==> src/rtl/pipe_pkg.sv <==
// Shared types and constants for the pipeline hazard controller.
package pipe_pkg;

  typedef enum logic [1:0] {
    RUN      = 2'd0,
    MEM_WAIT = 2'd1,
    ERROR    = 2'd2
  } state_t;

  localparam logic [4:0] REG_ZERO = 5'd0;

endpackage

==> src/rtl/pipeline_hazard_ctrl_sat_counter.sv <==
// Saturating up-counter with synchronous clear; clear wins over increment.
module sat_counter #(
  parameter int W = 16
) (
  input  logic         clk,
  input  logic         reset,
  input  logic         inc,
  input  logic         clr,
  output logic [W-1:0] count
);

  logic [W-1:0] count_q, count_d;

  always_comb begin
    count_d = count_q;
    if (clr) begin
      count_d = '0;
    end else if (inc && (count_q != {W{1'b1}})) begin
      count_d = count_q + 1'b1;
    end
  end

  always_ff @(posedge clk or negedge reset) begin
    if (!reset) begin
      count_q <= '0;
    end else begin
      count_q <= count_d;
    end
  end

  assign count = count_q;

endmodule

==> src/rtl/pipeline_hazard_ctrl.sv <==
// Hazard/stall sequencer: load-use stalls, branch flushes and a data-memory
// wait FSM with timeout, plus saturating stall/flush statistics.
module pipeline_hazard_ctrl
  import pipe_pkg::*;
#(
  parameter int CNT_W       = 16,
  parameter int MEM_TIMEOUT = 64
) (
  input  logic             clk,
  input  logic             reset,
  input  logic [4:0]       rs_if_id,
  input  logic [4:0]       rt_if_id,
  input  logic [4:0]       rt_id_ex,
  input  logic             ctrl_memRead_id_ex,
  input  logic             ctrl_branch_ex_mem,
  input  logic             zero_ex_mem,
  input  logic             ctrl_memRead_ex_mem,
  input  logic             ctrl_memWrite_ex_mem,
  input  logic             dmem_ready,
  output logic             dmem_req,
  output logic             pc_write,
  output logic             if_id_write,
  output logic             id_ex_bubble,
  output logic             flush_if_id,
  output logic             flush_id_ex,
  output logic             flush_ex_mem,
  output logic             pipe_hold,
  output logic             mem_error,
  output logic [CNT_W-1:0] stall_count,
  output logic [CNT_W-1:0] flush_count
);

  localparam int WAIT_W = $clog2(MEM_TIMEOUT + 1);
  // Last wait-counter value before the next not-ready cycle hits the timeout.
  localparam logic [WAIT_W-1:0] WAIT_LAST = WAIT_W'(MEM_TIMEOUT - 1);

  state_t state_q, state_d;

  logic              mem_access;
  logic              branch_taken;
  logic              load_use;
  logic              eval_hazards;
  logic              stall_inc;
  logic              flush_inc;
  logic              wait_inc;
  logic              wait_clr;
  logic [WAIT_W-1:0] wait_cnt;

  assign mem_access   = ctrl_memRead_ex_mem | ctrl_memWrite_ex_mem;
  assign branch_taken = ctrl_branch_ex_mem & zero_ex_mem;
  assign load_use     = ctrl_memRead_id_ex && (rt_id_ex != REG_ZERO) &&
                        ((rt_id_ex == rs_if_id) || (rt_id_ex == rt_if_id));

  always_comb begin
    state_d      = state_q;
    dmem_req     = 1'b0;
    pc_write     = 1'b1;
    if_id_write  = 1'b1;
    id_ex_bubble = 1'b0;
    flush_if_id  = 1'b0;
    flush_id_ex  = 1'b0;
    flush_ex_mem = 1'b0;
    pipe_hold    = 1'b0;
    mem_error    = 1'b0;
    stall_inc    = 1'b0;
    flush_inc    = 1'b0;
    wait_inc     = 1'b0;
    wait_clr     = 1'b0;
    eval_hazards = 1'b0;

    case (state_q)
      RUN: begin
        dmem_req = mem_access;
        if (mem_access && !dmem_ready) begin
          pipe_hold   = 1'b1;
          pc_write    = 1'b0;
          if_id_write = 1'b0;
          wait_clr    = 1'b1;
          state_d     = MEM_WAIT;
        end else begin
          eval_hazards = 1'b1;
        end
      end
      MEM_WAIT: begin
        dmem_req  = 1'b1;
        stall_inc = 1'b1;
        wait_inc  = 1'b1;
        if (dmem_ready) begin
          eval_hazards = 1'b1;
          state_d      = RUN;
        end else begin
          pipe_hold   = 1'b1;
          pc_write    = 1'b0;
          if_id_write = 1'b0;
          if (wait_cnt == WAIT_LAST) begin
            state_d = ERROR;
          end
        end
      end
      ERROR: begin
        pipe_hold   = 1'b1;
        pc_write    = 1'b0;
        if_id_write = 1'b0;
        mem_error   = 1'b1;
      end
      default: begin
        state_d = RUN;
      end
    endcase

    // Branch flush outranks load-use: the stalled instruction is squashed anyway.
    if (eval_hazards) begin
      if (branch_taken) begin
        flush_if_id  = 1'b1;
        flush_id_ex  = 1'b1;
        flush_ex_mem = 1'b1;
        flush_inc    = 1'b1;
      end else if (load_use) begin
        pc_write     = 1'b0;
        if_id_write  = 1'b0;
        id_ex_bubble = 1'b1;
        stall_inc    = 1'b1;
      end
    end

    // While reset is low the outputs show idle values, aborting any access at once.
    if (!reset) begin
      dmem_req     = 1'b0;
      pc_write     = 1'b1;
      if_id_write  = 1'b1;
      id_ex_bubble = 1'b0;
      flush_if_id  = 1'b0;
      flush_id_ex  = 1'b0;
      flush_ex_mem = 1'b0;
      pipe_hold    = 1'b0;
      mem_error    = 1'b0;
    end
  end

  always_ff @(posedge clk or negedge reset) begin
    if (!reset) begin
      state_q <= RUN;
    end else begin
      state_q <= state_d;
    end
  end

  sat_counter #(.W(CNT_W)) u_stall_cnt (
    .clk   (clk),
    .reset (reset),
    .inc   (stall_inc),
    .clr   (1'b0),
    .count (stall_count)
  );

  sat_counter #(.W(CNT_W)) u_flush_cnt (
    .clk   (clk),
    .reset (reset),
    .inc   (flush_inc),
    .clr   (1'b0),
    .count (flush_count)
  );

  sat_counter #(.W(WAIT_W)) u_wait_cnt (
    .clk   (clk),
    .reset (reset),
    .inc   (wait_inc),
    .clr   (wait_clr),
    .count (wait_cnt)
  );

endmodule

==> config.mk <==
export PLATFORM = sky130hd
export DESIGN_NAME = pipeline_hazard_ctrl
export DESIGN_NICKNAME = d
export VERILOG_FILES = /design/src/rtl/pipe_pkg.sv /design/src/rtl/pipeline_hazard_ctrl_sat_counter.sv /design/src/rtl/pipeline_hazard_ctrl.sv
export SDC_FILE = /design/constraint.sdc
export NUM_CORES = 1
export LEC_CHECK = 0
export BUFFER_PORTS_ARGS = -buffer_cell sky130_fd_sc_hd__buf_4
export CAP_MARGIN = 10
export CORE_ASPECT_RATIO = 0.8
export CORE_MARGIN = 8
export CORE_UTILIZATION = 45
export DETAILED_ROUTE_END_ITERATION = 12
export HOLD_SLACK_MARGIN = 0.06
export PLACE_DENSITY_LB_ADDON = 0.3
export SYNTH_ARGS = -nofsm -noshare
export SYNTH_HDL_FRONTEND = slang
export SYNTH_SLANG_ARGS = --single-unit
==> constraint.sdc <==
create_clock -name clk -period 2.6 [get_ports clk]
set_input_delay 0.39 -clock clk [delete_from_list [all_inputs] [get_ports clk]]
set_output_delay 0.39 -clock clk [all_outputs]
set_load 0.01 [all_outputs]
# Word level (Yosys, flattened, before mapping)
# Index checks and enable logic that the tools add are counted.
[op_classes]
add_sub_neg = 3
n_eq_ne = 10
n_mux = 34
bitwise = 3
reduce_logical = 12
[op_table]
columns = ["operator", "count"]
rows = [
  ["$add A16 B1 Y16 const B", 2],
  ["$ne A16 B16 Y1 const B", 2],
  ["$mux W1", 24],
  ["$mux W7", 2],
  ["$eq A5 B5 Y1", 2],
  ["$add A7 B1 Y7 const B", 1],
  ["$eq A7 B6 Y1 const B", 1],
  ["$ne A7 B7 Y1 const B", 1],
  ["$logic_and A1 B1 Y1", 6],
  ["$mux W2", 3],
  ["$pmux W1 S3", 2],
  ["$pmux W2 S3", 1],
  ["$reduce_bool A5 Y1", 1],
  ["$pmux W1 S2", 2],
  ["$ne A3 B3 Y1 const B", 1],
  ["$reduce_and A3 Y1", 1],
  ["$eq A2 B1 Y1 const B", 1],
  ["$eq A2 B2 Y1 const B", 1],
  ["$logic_not A2 Y1", 1],
  ["$ne A2 B2 Y1 const B", 1],
  ["$reduce_bool A2 Y1", 1],
  ["$and A1 B1 Y1", 1],
  ["$logic_not A1 Y1", 1],
  ["$logic_or A1 B1 Y1", 1],
  ["other kinds (2)", 2],
]
[totals]
ff_bits = 41
in_bits = 23
out_inout_bits = 41
wordCells = 66

# Logic depth before layout (Yosys ltp)
[depth]
ltp_word = 8
mapped_depth = 9
depth_no_buf = 7

# Modules after synthesis
# From an unflattened synthesis, not the netlist that was laid out.
[hier_totals]
cells_unflattened = 287
area_unflattened_um2 = 2703.8
[modules_own_cells]
columns = ["module", "instances", "cells_each", "area_per_inst_um2"]
rows = [
  ["sat_counter at u_flush_cnt ...", 2, 98, 942.2],
  ["sat_counter at u_wait_cnt", 1, 41, 427.9],
  ["pipeline_hazard_ctrl", 1, 50, 391.6],
]

# Worst setup path before layout
# No wires, ideal clock.
[synth_path]
path_type = "input to output"
start = "in rt_id_ex[1]"
end = "out pc_write"
arrival_time_ns = 1.762
required_time_ns = 2.210
path_slack_ns = 0.448
stages = 5
path_buffers = 1
cell_sequence = "or4_1 o211ai_2 and2b_1 o211ai_1 buf_4"
[synth_via]
elab_chain_len = 7
elab_cells_between_ends = 10
classes_between = "2 x eq/ne; 4 x mux; 4 x reduce/logical"
[synth_rtl]
columns = ["item", "line_no", "source"]
rows = [
  ["from (decl)", "pipeline_hazard_ctrl.sv:13", "input logic [4:0] rt_id_ex,"],
  ["$eq A5 B5 Y1 / $reduce_bool A5 Y1 (equally long branches)", "pipeline_hazard_ctrl.sv:52, pipeline_hazard_ctrl.sv:51", ""],
  ["$logic_or A1 B1 Y1 / $logic_and A1 B1 Y1 (equally long branches)", "pipeline_hazard_ctrl.sv:52, pipeline_hazard_ctrl.sv:51", ""],
  ["$logic_and A1 B1 Y1 *", "pipeline_hazard_ctrl.sv:51", "assign load_use = ctrl_memRead_id_ex && (rt_id_ex != REG_ZERO) &&"],
  ["$mux W1 * (4 in series)", "--", ""],
  ["to (decl)", "pipeline_hazard_ctrl.sv:21", "output logic pc_write,"],
]
# Every way passes the cells marked *; elsewhere a longest branch is shown, timed or not.

# Worst setup path in the final report
[layout_path]
start = "in rt_id_ex[1]"
end = "out if_id_write"
[layout_via]
elab_chain_len = 7
elab_cells_between_ends = 10
classes_between = "2 x eq/ne; 4 x mux; 4 x reduce/logical"
[layout_rtl]
columns = ["item", "line_no", "source"]
rows = [
  ["$eq A5 B5 Y1 / $reduce_bool A5 Y1 (equally long branches)", "pipeline_hazard_ctrl.sv:52, pipeline_hazard_ctrl.sv:51", ""],
  ["$logic_or A1 B1 Y1 / $logic_and A1 B1 Y1 (equally long branches)", "pipeline_hazard_ctrl.sv:52, pipeline_hazard_ctrl.sv:51", ""],
  ["$logic_and A1 B1 Y1 *", "pipeline_hazard_ctrl.sv:51", ""],
  ["$mux W1 *", "pipeline_hazard_ctrl.sv:118", "end else if (load_use) begin"],
  ["$mux W1 *", "pipeline_hazard_ctrl.sv:113", "if (branch_taken) begin"],
  ["$mux W1 *", "pipeline_hazard_ctrl.sv:112", "if (eval_hazards) begin"],
  ["$mux W1 *", "pipeline_hazard_ctrl.sv:127", "if (!reset) begin"],
  ["to (decl)", "pipeline_hazard_ctrl.sv:22", "output logic if_id_write,"],
]
# Marked as above.

==> Flow_metrics.wiki <==
{| class="wikitable"
! Metric !! Value
|-
| Portion of the post-synthesis area used by sequential elements || a little under half
|-
| Total clock buffers created by CTS || 5
|-
| Number of cells on the worst reg-to-reg path || 8
|-
| Fraction of layout instances using a drive strength above 1 || 29.6%
|-
| Worst-path clk slew || around 0.080 ns
|-
| Pin count of the biggest net entering global routing || 36
|-
| Die area || 7270 um^2
|-
| Overall power after layout || 1.84 mW
|-
| Wire length of the first global-routing pass || between 8000 and 9000 um
|-
| Top flip-flop cell by instance count after synthesis || sky130_fd_sc_hd__dfrtp_1
|-
| Antenna violations before repair || 0
|-
| Final Hold Fails || 0
|-
| CP Class || in -> out
|-
| Non-filler instance count after layout || 340
|-
| Gpl congestion || 0.757
|-
| Startpoint of the worst register-to-register path || u_stall_cnt.count[0]
|-
| Slack of the worst reg-to-reg path || 0.34 ns
|-
| Skew-Pair Late Insertion Delay || 0.29 ns
|-
| Number of antenna repair diodes || 0
|-
| FP Rows || 22
|-
| Arrival time at the worst endpoint || 1.88 ns
|-
| DR WL/cell || ~14 um
|-
| Vertical extent of the die || 77.9 um
|-
| Kind of end point of the critical path || primary output
|-
| Clock skew after layout || around 0.0071 ns
|-
| Post-synth EDFFs || 0
|-
| Initial core utilization || 46.9%
|-
| Power per unit of standard cell area || about 660 nW/um^2
|-
| Final routed DRC violation total || 0
|-
| DP Wirelength || 3780 um
|-
| Fillers || 419
|-
| Die Wd || 93.4 um
|-
| Htree depth || 2
|-
| Number of search-and-repair iterations in the first detailed-routing pass || 4
|-
| Least setup slack across all paths after layout || 0.335 ns
|-
| Clock tree from TritonCTS || done
|-
| Peak supply drop || around 550 uV
|-
| Unique cell type count in the Yosys netlist || 39
|-
| Data required time of the critical path || about 2.2 ns
|-
| I/O pin count || 64
|-
| CTS-repair resized insts || 0
|-
| Setup TNS Final || 0 ns
|-
| Vias per cell || just over 5
|-
| Post-route minimum period || ~2.3 ns
|-
| Yosys top cell area share || 47.6%
|-
| Post-CTS setup-driven buffer insertion count || 0
|-
| Number of nets in the layout || 305
|-
| Summed instance area of the synthesized netlist || 2150 um^2
|-
| Placed Instances || 331
|-
| Max transition margin || between 60% and 70%
|-
| Leakage || 1.37 nW
|-
| Worst slack at placement || 0.321 ns
|-
| Worst setup path startpoint || rt_id_ex[1]
|-
| Syn Area/Cell || 10.2 um^2
|-
| GRT Util Overall || 13.6%
|-
| Total detailed-routing wirelength || ~4900 um
|-
| Path type of the worst min-delay path || in -> reg
|-
| Total of flip-flops plus latches after synthesis || 41
|-
| Run status || completed
|-
| Count of mapped cells out of synthesis || 212
|-
| Setup-failing EPs final || 0
|-
| Clk Tree Root Cell || sky130_fd_sc_hd__clkbuf_8
|-
| Kind of launch point of the worst setup path || input port
|-
| Vias post-DR || 1723
|-
| Reg-to-Reg End || u_stall_cnt.count[9]
|-
| Count of antenna-violating nets left after detailed routing || 0
|-
| Max-capacitance violation count || 0
|-
| Pins over their slew limit || 0
|-
| Final period utilization || 87.1%
|-
| Proportion of register bits with asynchronous set or reset after synthesis || 100%
|-
| Critical Path Sink || if_id_write
|-
| Maximum count of clock buffers along a single path || 2
|-
| Grt total ovfl || 0
|-
| Unrepaired setup endpoints after global routing || false
|-
| Port buffer count || 63
|-
| Layout overhead on the synthesized area || 29.1%
|-
| Highest clock frequency the design can meet || 441 MHz
|-
| Starting DRC count in detailed routing || 49
|-
| Largest cells by area after synthesis || sky130_fd_sc_hd__dfrtp_1 48%, sky130_fd_sc_hd__xnor2_1 10%, sky130_fd_sc_hd__xor2_1 6.9%, sky130_fd_sc_hd__nor2_1 4.4%, sky130_fd_sc_hd__nand3_1 3.7%
|-
| Synthesized net count || 238
|-
| Worst-margin pin slew || 0.529 ns
|-
| Vias in the first global route || 1761
|-
| Critical path peak fanout || 3
|-
| Core region area || 4600 um^2
|-
| Biggest area consumer among synthesized cells || sky130_fd_sc_hd__dfrtp_1
|-
| TritonCTS sink count || 41
|-
| Count of synthesis-stage warnings from yosys || 0
|-
| Core Util, Final || roughly three fifths
|}
cell families (layout without fill, tap and decap cells):
family                   Yosys count  count (layout)  synth area share [%]
AND/OR/NAND/NOR                   93              93                  22.0
XOR/XNOR                          42              42                  17.1
flip-flops                        41              41                  47.6
AO/OA/AOI/OAI                     16              16                  5.87
buffers and inverters             13              81                  3.60
multiplexers                       4               4                  2.15
adder cells (fa/ha/maj)            3               3                  1.74
state kept, by name, indices dropped and copies added (netlist names):
| register | flops |
|---|---|
| u_wait_cnt.count | 7 |
| u_stall_cnt.count | 16 |
| state_q | 2 |
| u_flush_cnt.count | 16 |
routing by layer:
metal / track usage (%) / wire length (um) / vias up
met5: 0 / 0 / -
met4: 4.01 / 47 / 0
met3: 5.10 / 354 / 6
met2: 21.2 / 2250 / 41
met1: 17.1 / 2200 / 821
li1: - / - / 855
critical path, cell delays in order:
cell and delay, ns:
sky130_fd_sc_hd__buf_4 0.12, sky130_fd_sc_hd__or4_1 0.53, sky130_fd_sc_hd__o211ai_2 0.21, sky130_fd_sc_hd__and2b_1 0.21
sky130_fd_sc_hd__o211ai_1 0.23, sky130_fd_sc_hd__buf_4 0.17
per-stage QoR:
step                      cell area, um^2  hold slack (ns)
after floorplan                      2150           0.0944
after global placement               2670            0.350
after detailed placement             2670            0.352
after CTS                            2780            0.313
after global routing                 2780            0.318
final                                2780            0.322
cell usage in the layout, fill, tap and decap left out, types with 6 or more instances in the layout:
master	netlist	layout
sky130_fd_sc_hd__nor3_1	6	6
sky130_fd_sc_hd__buf_4	3	66
sky130_fd_sc_hd__and3_1	7	7
sky130_fd_sc_hd__dfrtp_1	41	41
sky130_fd_sc_hd__nand3_1	16	16
sky130_fd_sc_hd__nand4_1	6	6
sky130_fd_sc_hd__inv_1	6	6
sky130_fd_sc_hd__nand2_1	17	17
sky130_fd_sc_hd__xor2_1	17	17
sky130_fd_sc_hd__xnor2_1	25	25
sky130_fd_sc_hd__nor2_1	25	25
sky130_fd_sc_hd__clkbuf_8	0	7
worst min path at each step:
| stage | start | endpoint | slack, ns | cells after the start |
|---|---|---|---|---|
| global route | dmem_ready | state_q[0] | 0.32 | 2 |
| finish | dmem_ready | state_q[0] | 0.32 | 2 |
| detailed placement | reset | u_wait_cnt.count[2] | 0.35 | 1 |
| CTS | dmem_ready | state_q[0] | 0.31 | 2 |
| floorplan | reset | state_q[0] | 0.09 | 0 |
| global placement | reset | u_wait_cnt.count[1] | 0.35 | 1 |
cell usage after synthesis, types with 2 or more instances:
cell                        n
sky130_fd_sc_hd__dfrtp_1   41
sky130_fd_sc_hd__nor2_1    25
sky130_fd_sc_hd__xnor2_1   25
sky130_fd_sc_hd__nand2_1   17
sky130_fd_sc_hd__xor2_1    17
sky130_fd_sc_hd__nand3_1   16
sky130_fd_sc_hd__and3_1     7
sky130_fd_sc_hd__inv_1      6
sky130_fd_sc_hd__nand4_1    6
sky130_fd_sc_hd__nor3_1     6
sky130_fd_sc_hd__a21oi_1    4
sky130_fd_sc_hd__and4_1     4
sky130_fd_sc_hd__buf_4      3
sky130_fd_sc_hd__ha_1       3
sky130_fd_sc_hd__and2_1     2
sky130_fd_sc_hd__buf_2      2
sky130_fd_sc_hd__buf_6      2
sky130_fd_sc_hd__mux2i_1    2
sky130_fd_sc_hd__nand2b_1   2
sky130_fd_sc_hd__nor3b_1    2
sky130_fd_sc_hd__or4_1      2
cell type report:
| class | instances | area (um^2) | share of cell area [%] |
|---|---|---|---|
| clock inverter | 1 | 5.00 | 0.180 |
| clock buffer | 7 | 96.3 | 3.46 |
| timing repair buffer | 67 | 505 | 18.2 |
| tap | 60 | 75.1 | 2.70 |
| multi-input combinational | 158 | 1050 | 37.8 |
| inverter | 6 | 22.5 | 0.810 |
| sequential | 41 | 1030 | 36.9 |
repair_timing:
item	in CTS	in global routing
hold buffers	1	0
endpoints found under the hold margin	28	0
setup endpoints to repair	0	0
report_power, final:
part	switching, mW	internal [mW]
sequential	0.137	0.748
clock	0.212	0.240
combinational	0.231	0.270
total	0.580	1.26
Power figures use the tool's default switching activity.
